--- config.mk ---
export PLATFORM = sky130hd
export DESIGN_NAME = shared_resource_scheduler
export DESIGN_NICKNAME = d
export VERILOG_FILES = /design/src/rtl/shared_resource_scheduler.sv
export SDC_FILE = /design/constraint.sdc
export NUM_CORES = 1
export LEC_CHECK = 0
export BUFFER_PORTS_ARGS = -buffer_cell sky130_fd_sc_hd__buf_4
export CORE_MARGIN = 4
export CORE_UTILIZATION = 45
export CTS_BUF_LIST = sky130_fd_sc_hd__clkbuf_16
export DETAILED_ROUTE_END_ITERATION = 12
export MAX_ROUTING_LAYER = met4
export PLACE_DENSITY = 0.7
export SETUP_SLACK_MARGIN = 0.15
export SLEW_MARGIN = 10
export SYNTH_ARGS = -nofsm -noshare
export SYNTH_HDL_FRONTEND = slang
export SYNTH_SLANG_ARGS = --single-unit
--- constraint.sdc ---
create_clock -name clk -period 1.9 [get_ports clk]
set_clock_uncertainty 0.05 [all_clocks]
set_input_delay 0.19 -clock clk [delete_from_list [all_inputs] [get_ports clk]]
set_output_delay 0.19 -clock clk [all_outputs]
set_load 0.03 [all_outputs]
--- src/rtl/shared_resource_scheduler.sv ---
`default_nettype none
// ============================================================================
// Module   : shared_resource_scheduler
// Purpose  : Round-robin scheduler sharing one pipelined resource between
//            NUM_REQ requesting pipelines. It grants at most one issue per
//            cycle, bounds monopolisation with a hold counter, tracks
//            in-flight operations through the fixed resource latency and
//            returns each result strobe to its originator. A pipeline flush
//            cancels that requester's pending request and in-flight results.
// Ports    : clk         - rising-edge clock
//            reset       - asynchronous active-low reset
//            req         - per-pipeline issue request
//            flush       - per-pipeline flush
//            grant       - one-hot (or zero) issue grant, same cycle as req
//            stall       - req & ~grant
//            issue_valid - valid into the shared resource
//            issue_id    - index of granted requester (0 when none)
//            rsp_valid   - one-hot result strobe, LAT cycles after issue
//            busy        - at least one operation in flight
//            hold_cnt    - consecutive grants of the current owner
// Revision : 1.0 - initial release
// ============================================================================
module shared_resource_scheduler #(
  parameter int NUM_REQ  = 2,
  parameter int LAT      = 3,
  parameter int MAX_HOLD = 4,
  parameter int ID_W     = (NUM_REQ > 1) ? $clog2(NUM_REQ) : 1,
  // Derived width of hold_cnt; leave at its default.
  parameter int HC_W     = $clog2(MAX_HOLD + 1)
) (
  input  logic               clk,
  input  logic               reset,
  input  logic [NUM_REQ-1:0] req,
  input  logic [NUM_REQ-1:0] flush,
  output logic [NUM_REQ-1:0] grant,
  output logic [NUM_REQ-1:0] stall,
  output logic               issue_valid,
  output logic [ID_W-1:0]    issue_id,
  output logic [NUM_REQ-1:0] rsp_valid,
  output logic               busy,
  output logic [HC_W-1:0]    hold_cnt
);

  localparam logic [HC_W-1:0] c_hold_max = HC_W'(MAX_HOLD);
  localparam logic [ID_W-1:0] c_last_rst = ID_W'(NUM_REQ - 1);

  // Arbitration state
  logic [ID_W-1:0] last_q, last_d;
  logic [HC_W-1:0] hold_cnt_q, hold_cnt_d;
  logic            owner_valid_q, owner_valid_d;

  // In-flight tracking: stage 0 holds the most recent issue
  logic [LAT-1:0]           pv_q, pv_d;
  logic [LAT-1:0][ID_W-1:0] pid_q, pid_d;

  logic [NUM_REQ-1:0] w_ereq;
  logic [NUM_REQ-1:0] w_others;
  logic               w_keep;
  logic               w_found;
  logic [ID_W-1:0]    w_gidx;
  logic [ID_W-1:0]    w_cand;

  // --------------------------------------------------------------------------
  // Grant selection
  // --------------------------------------------------------------------------
  always_comb begin
    w_ereq   = req & ~flush;
    w_others = w_ereq & ~(NUM_REQ'(1) << last_q);
    // The owner keeps the resource until it has used its hold budget, but
    // a lone requester is never forced to give it up.
    w_keep   = owner_valid_q && w_ereq[last_q] &&
               ((hold_cnt_q < c_hold_max) || (w_others == '0));
    w_found  = 1'b0;
    w_gidx   = '0;
    w_cand   = '0;
    if (w_keep) begin
      w_found = 1'b1;
      w_gidx  = last_q;
    end else begin
      // Rotating search starting just after the last granted index; k reaches
      // NUM_REQ so the last owner itself is considered last.
      for (int k = 1; k <= NUM_REQ; k++) begin
        w_cand = ID_W'((int'(last_q) + k) % NUM_REQ);
        if (!w_found && w_ereq[w_cand]) begin
          w_found = 1'b1;
          w_gidx  = w_cand;
        end
      end
    end
  end

  // --------------------------------------------------------------------------
  // Outputs (all forced low while reset is asserted)
  // --------------------------------------------------------------------------
  always_comb begin
    grant     = '0;
    issue_id  = '0;
    rsp_valid = '0;
    if (reset && w_found) begin
      grant[w_gidx] = 1'b1;
      issue_id      = w_gidx;
    end
    issue_valid = |grant;
    stall       = reset ? (req & ~grant) : '0;
    // A flush in the exit cycle still cancels the strobe.
    if (reset && pv_q[LAT-1] && !flush[pid_q[LAT-1]]) begin
      rsp_valid[pid_q[LAT-1]] = 1'b1;
    end
    busy = reset && (|pv_q);
  end

  assign hold_cnt = hold_cnt_q;

  // --------------------------------------------------------------------------
  // Next-state logic
  // --------------------------------------------------------------------------
  always_comb begin
    last_d        = last_q;
    hold_cnt_d    = hold_cnt_q;
    owner_valid_d = owner_valid_q;
    if (w_found) begin
      if (owner_valid_q && (w_gidx == last_q)) begin
        if (hold_cnt_q < c_hold_max) begin
          hold_cnt_d = hold_cnt_q + HC_W'(1);
        end
      end else begin
        last_d        = w_gidx;
        hold_cnt_d    = HC_W'(1);
        owner_valid_d = 1'b1;
      end
    end else begin
      hold_cnt_d    = '0;
      owner_valid_d = 1'b0;
    end
  end

  always_comb begin
    pv_d     = '0;
    pid_d    = '0;
    pv_d[0]  = issue_valid;
    pid_d[0] = issue_id;
    // Entries belonging to a flushed requester are dropped as they advance.
    for (int s = 1; s < LAT; s++) begin
      pv_d[s]  = pv_q[s-1] && !flush[pid_q[s-1]];
      pid_d[s] = pid_q[s-1];
    end
  end

  always_ff @(posedge clk or negedge reset) begin
    if (!reset) begin
      last_q        <= c_last_rst;
      hold_cnt_q    <= '0;
      owner_valid_q <= 1'b0;
      pv_q          <= '0;
      pid_q         <= '0;
    end else begin
      last_q        <= last_d;
      hold_cnt_q    <= hold_cnt_d;
      owner_valid_q <= owner_valid_d;
      pv_q          <= pv_d;
      pid_q         <= pid_d;
    end
  end

endmodule
`default_nettype wire
# Yosys cells after proc, flatten, opt, wreduce, memory -nomap -nowiden

Cells that the tools add are included.

Add/subtract/negate cells: 3
Equal/unequal tests: 3
Mux-type cells: 32
Magnitude comparators: 10
Shift operators: 1
Bitwise gates (word level): 7
Reduce and logical (&&, ||, !) cells: 21

Operator list:

| kind                | number |
|---|---|
| $mux 1              | 24 |
| $lt 1x2->1 const B  | 7 |
| $logic_and 1x1->1   | 12 |
| $mux 3              | 3 |
| $and 2x2->2         | 3 |
| $mux 2              | 3 |
| $not 2->2           | 3 |
| $logic_not 1->1     | 4 |
| $add 3x1->3 const B | 1 |
| $lt 3x3->1 const B  | 1 |
| $ne 3x3->1 const B  | 1 |
| $reduce_or 3->1     | 1 |
| $add 1x1->1 const B | 2 |
| $demux 1 s1         | 2 |
| $ge 1x1->1 const B  | 2 |
| $logic_not 2->1     | 1 |
| $ne 2x2->1 const B  | 1 |
| $reduce_and 2->1    | 1 |
| $reduce_or 2->1     | 1 |
| $shl 1x1->2 const A | 1 |
| $eq 1x1->1          | 1 |
| $logic_or 1x1->1    | 1 |
| $not 1->1           | 1 |

Bits of input ports: 6
Logic and storage cells: 84
Output and inout port bits: 12
Bits in registers: 11

# Longest topological paths before layout

Word-level depth: 19
Depth in mapped cells: 6

# Least setup slack after synthesis

Ideal clock, no wire load.

Path type: register to output
Start: register hold_cnt_q[2] (netlist: hold_cnt[2])
End: output grant[0]
Data arrival time: 1.965 ns
Buffers on the path: 1
Cell stages (with the launch flop): 6
Path slack: -0.305 ns
Path through: dfrtp_1 > buf_6 > nand2b_4 > o21ai_2 > a21oi_1 > nor4bb_1

Cells in the longest elaborated chain, start to end: 9
Elaborated cells between the ends (all ways): 12
Those cells by class: order compare (3); mux (5); reduce/logical (4)

RTL lines:

| element                                                               | RTL line | source |
|---|---|---|
| start, declared                                                       | 49       | `logic [HC_W-1:0] hold_cnt_q, hold_cnt_d;` |
| start signal, assigned                                                | 158      | `hold_cnt_q <= hold_cnt_d;` |
| $lt 3x3->1 (*)                                                        | 72       | `((hold_cnt_q < c_hold_max) \|\| (w_others == '0));` |
| $logic_or 1x1->1 (*)                                                  | 72       |  |
| $logic_and 1x1->1 (*)                                                 | 71       | `w_keep = owner_valid_q && w_ereq[last_q] &&` |
| $mux 1                                                                | 76       | `if (w_keep) begin` |
| $lt 1x2->1 (implied by the code) / $ge 1x1->1 (equally long branches) | 100      | `grant[w_gidx] = 1'b1;` |
| $logic_and 1x1->1 (implied by the code)                               | 100      |  |
| $mux 1 (implied by the code)                                          | 100      |  |
| $demux 1 s1                                                           | 100      |  |
| $mux 2 (*)                                                            | 99       | `if (reset && w_found) begin` |
| end, declared                                                         | 35       | `output logic [NUM_REQ-1:0] grant,` |

Every way passes the cells marked *; elsewhere a longest branch is shown, timed or not.

# Final worst setup path

Start: register last_q
End: output stall[1]

Cells in the longest elaborated chain, start to end: 17
Elaborated cells between the ends (all ways): 34
Those cells by class: add/sub (2); order compare (2); shift (1); mux (17); bitwise (4); reduce/logical (8)

RTL lines:

| element                                                               | RTL line | source |
|---|---|---|
| start, declared                                                       | 48       | `logic [ID_W-1:0] last_q, last_d;` |
| start signal, assigned                                                | 151      | `last_q <= c_last_rst;` |
| start signal, assigned                                                | 157      | `last_q <= last_d;` |
| $add 1x1->1                                                           | 83       | `w_cand = ID_W'((int'(last_q) + k) % NUM_REQ);` |
| $mux 1 (implied by the code) (2 in a row)                             | 84       | `if (!w_found && w_ereq[w_cand]) begin` |
| $mux 1                                                                | 84       |  |
| $mux 1                                                                | 76       |  |
| $logic_not 1->1                                                       | 84       |  |
| $logic_and 1x1->1                                                     | 84       |  |
| $mux 1                                                                | 84       |  |
| $mux 1                                                                | 76       |  |
| $lt 1x2->1 (implied by the code) / $ge 1x1->1 (equally long branches) | 100      |  |
| $logic_and 1x1->1 (implied by the code)                               | 100      |  |
| $mux 1 (implied by the code)                                          | 100      |  |
| $demux 1 s1                                                           | 100      |  |
| $mux 2 (*)                                                            | 99       |  |
| $not 2->2 (*)                                                         | 104      | `stall = reset ? (req & ~grant) : '0;` |
| $and 2x2->2 (*)                                                       | 104      |  |
| $mux 2 (*)                                                            | 104      |  |
| end, declared                                                         | 36       | `output logic [NUM_REQ-1:0] stall,` |

Every way passes the cells marked *; elsewhere a longest branch is shown, timed or not. The select of a mux whose other input is x is not followed.

==> flow_summary.json <==
{
  "vias_per_cell": 5.55,
  "ys_ff_latch": 11,
  "period_share_pct": 91.7,
  "drt-total-wl_um": 1410,
  "io_buffers": 17,
  "yosysWarnings": 0,
  "grt_pass1_vias": 498,
  "synth-compound-area-share_pct": 20.0,
  "first_iter_violations": 6,
  "clock_latency_ps": 240,
  "yosysUniqueCellTypes": 29,
  "synth.avg_cell_area_um2": 10.8,
  "critPathKind": "reg -> out",
  "slew_viol_final": 0,
  "fillCellCount": 100,
  "synth_top_area_share_pct": 37.3,
  "antenna_cells": 0,
  "die_h_um": 46.6,
  "die_area_um2": 2170,
  "clock.fmax_mhz": 574,
  "overflow": 0,
  "dp_cells": 90,
  "synth_top_family_by_area": "simple AND/OR/NAND/NOR gates",
  "synth_nets": 69,
  "clkSinkCount": 11,
  "clk_path_buf_depth": 2,
  "drv_cap": 0,
  "final_util_pct": 69.1,
  "worstHoldPathType": "in -> reg",
  "cts-buffers-inserted": 3,
  "rows": 13,
  "area_growth_syn_to_layout_pct": 39.2,
  "crit_arrival_ps": 1500,
  "cts_root_buf": "clkbuf_16",
  "dp_hpwl_um": 940,
  "max_slew.worst_pin.slew_ps": 319,
  "synthAdderAreaFrac_pct": 1.87,
  "start_util_pct": 49.7,
  "critPathCaptureType": "primary output",
  "synth_largest_area_cell": "dfrtp_1",
  "wl_per_cell_um": 14.3,
  "synthSimpleGateAreaFrac_pct": 25.0,
  "ys_seq_area_share_pct": 41.2,
  "multi_input_area_um2": 389,
  "crit_required_ps": 1660,
  "via_count": 549,
  "seq_area_um2": 278,
  "setup_viol": 0,
  "clkTransAtPathRegs_ps": 40,
  "io_pins": 18,
  "synth_xor_xnor_area_share_pct": 1.31,
  "dieWidth_um": 46.6,
  "final_area_um2": 933,
  "critPathLaunchType": "flop",
  "whs_ps": 262,
  "finalNetCount": 92,
  "ys_async_sr_fraction_pct": 100,
  "crit_fanout": 8,
  "fin_cells": 99,
  "place.gp.congestion": 0.698,
  "drc": 0,
  "irDropWorstVdd_uv": 656,
  "track_usage_pct": 15.8,
  "maxSlewHeadroom_pct": 78.7,
  "place_area_um2": 798,
  "grt_max_degree": 20,
  "ys.flop_type": "dfrtp_1",
  "core_area_um2": 1350,
  "netlist_instances": 62,
  "drive_gt1_share_pct": 48.8,
  "period_needed_ps": 1740,
  "power.density_nw_per_um2": 858,
  "finalHoldViolCount": 0,
  "synth_edf_count": 0,
  "setup_tns_ps": 0,
  "synth_area_leaders": "dfrtp_1 (37%), a21oi_1 (5.2%), buf_6 (5.0%)",
  "cts-htree-levels": 1,
  "antenna_found_initial": 0,
  "detail_route.first_pass.iterations": 4,
  "cts_tree": "yes",
  "outcome": "complete, no violations",
  "ant_nets": 0,
  "rsz0062_at_grt": "yes",
  "synth_mux_area_share_pct": 4.48,
  "syn_area_um2": 671,
  "grt_pass1_wl_um": 2240,
  "p_leak_nw": 0.445
}
-- cell usage after synthesis (2+ instances only) --
library cell,instances
buf_6,3
nand2_1,5
mux2i_1,3
and2_1,4
dfrtp_1,10
nor2b_1,4
a21oi_1,7
nor2_1,4
o211a_1,2
-- layout make-up --
type	instances	share of cell area [%]
clock buffers	3	8.04
flip-flops and latches	11	29.8
well taps	15	2.01
clock inverters	1	0.536
multi-input cells	47	41.7
repair buffers	22	18.0
-- placed cells by master, fill, tap and decap left out, types with 2 or more instances in the layout --
master	count
buf_4	21
nand2_1	5
and2_1	4
nor2b_1	4
dfrtp_1	9
a21oi_1	6
o211a_1	2
nor2_1	2
mux2i_1	3
clkbuf_16	3
-- worst paths after layout --
path	start	slack (ps)	cells after the start	endpoint
max in group asynchronous	reset	1260	2	last_q
max	last_q	160	4	stall[1]
max reg2reg	hold_cnt[2]	570	5	hold_cnt[0]
min reg2reg	pid_d[2]	350	0	pid_q[2]
min in group asynchronous	reset	290	2	pid_q[2]
min	flush[1]	260	3	pv_q[1]
-- report_power, final --
part	leakage [nW]	switching, W	total, W	internal (W)
Combinational	0.262	0.0000809	0.000149	0.0000679
Sequential	0.142	0.0000200	0.000272	0.000252
Clock	0.0409	0.000102	0.000380	0.000278
Total	0.445	0.000203	0.000800	0.000598
-- logic make-up after synthesis --
logic type      Yosys count
fa+ha+maj                 1
mux                       3
compound gates           17
xor+xnor                  1
simple gates             25
flops                    11
buf+inv                   4
-- critical path, cell delays in order (launching register included) --
cell and delay, ps:
dfstp_2 630, xor2_2 170, nor2_2 70, o211a_1 220
buf_4 160
-- registers in the layout, indices dropped and copies added, names as in the netlist --
name / count
owner_valid_q: 1
hold_cnt: 3
pid_q: 1
last_q: 1
pid_d: 2
pv_q: 3
-- stage by stage --
stage / setup WS (ps) / total power (W)
after detailed placement: 276 / 0.000404
after floorplan: 177 / 0.000366
final: 158 / 0.000800
after CTS: 75.8 / 0.000794
after global routing: 104 / 0.000835
after global placement: 288 / 0.000405
-- metal layers --
metal	share of wire [%]	GRT usage, %
met1	44	18.3
met2	44	21.4
met3	8.7	7.03
met4	2.7	10.8
met5	0	-
-- what timing repair did --
item | in CTS | in global routing
hold buffers | 1 | 0
setup buffers | 2 | 2
endpoints found under the setup margin | 5 | 5
hold endpoints to repair | 11 | 0
gates resized for setup | 3 | 1
No activity file was read; power rests on OpenSTA's default activity.
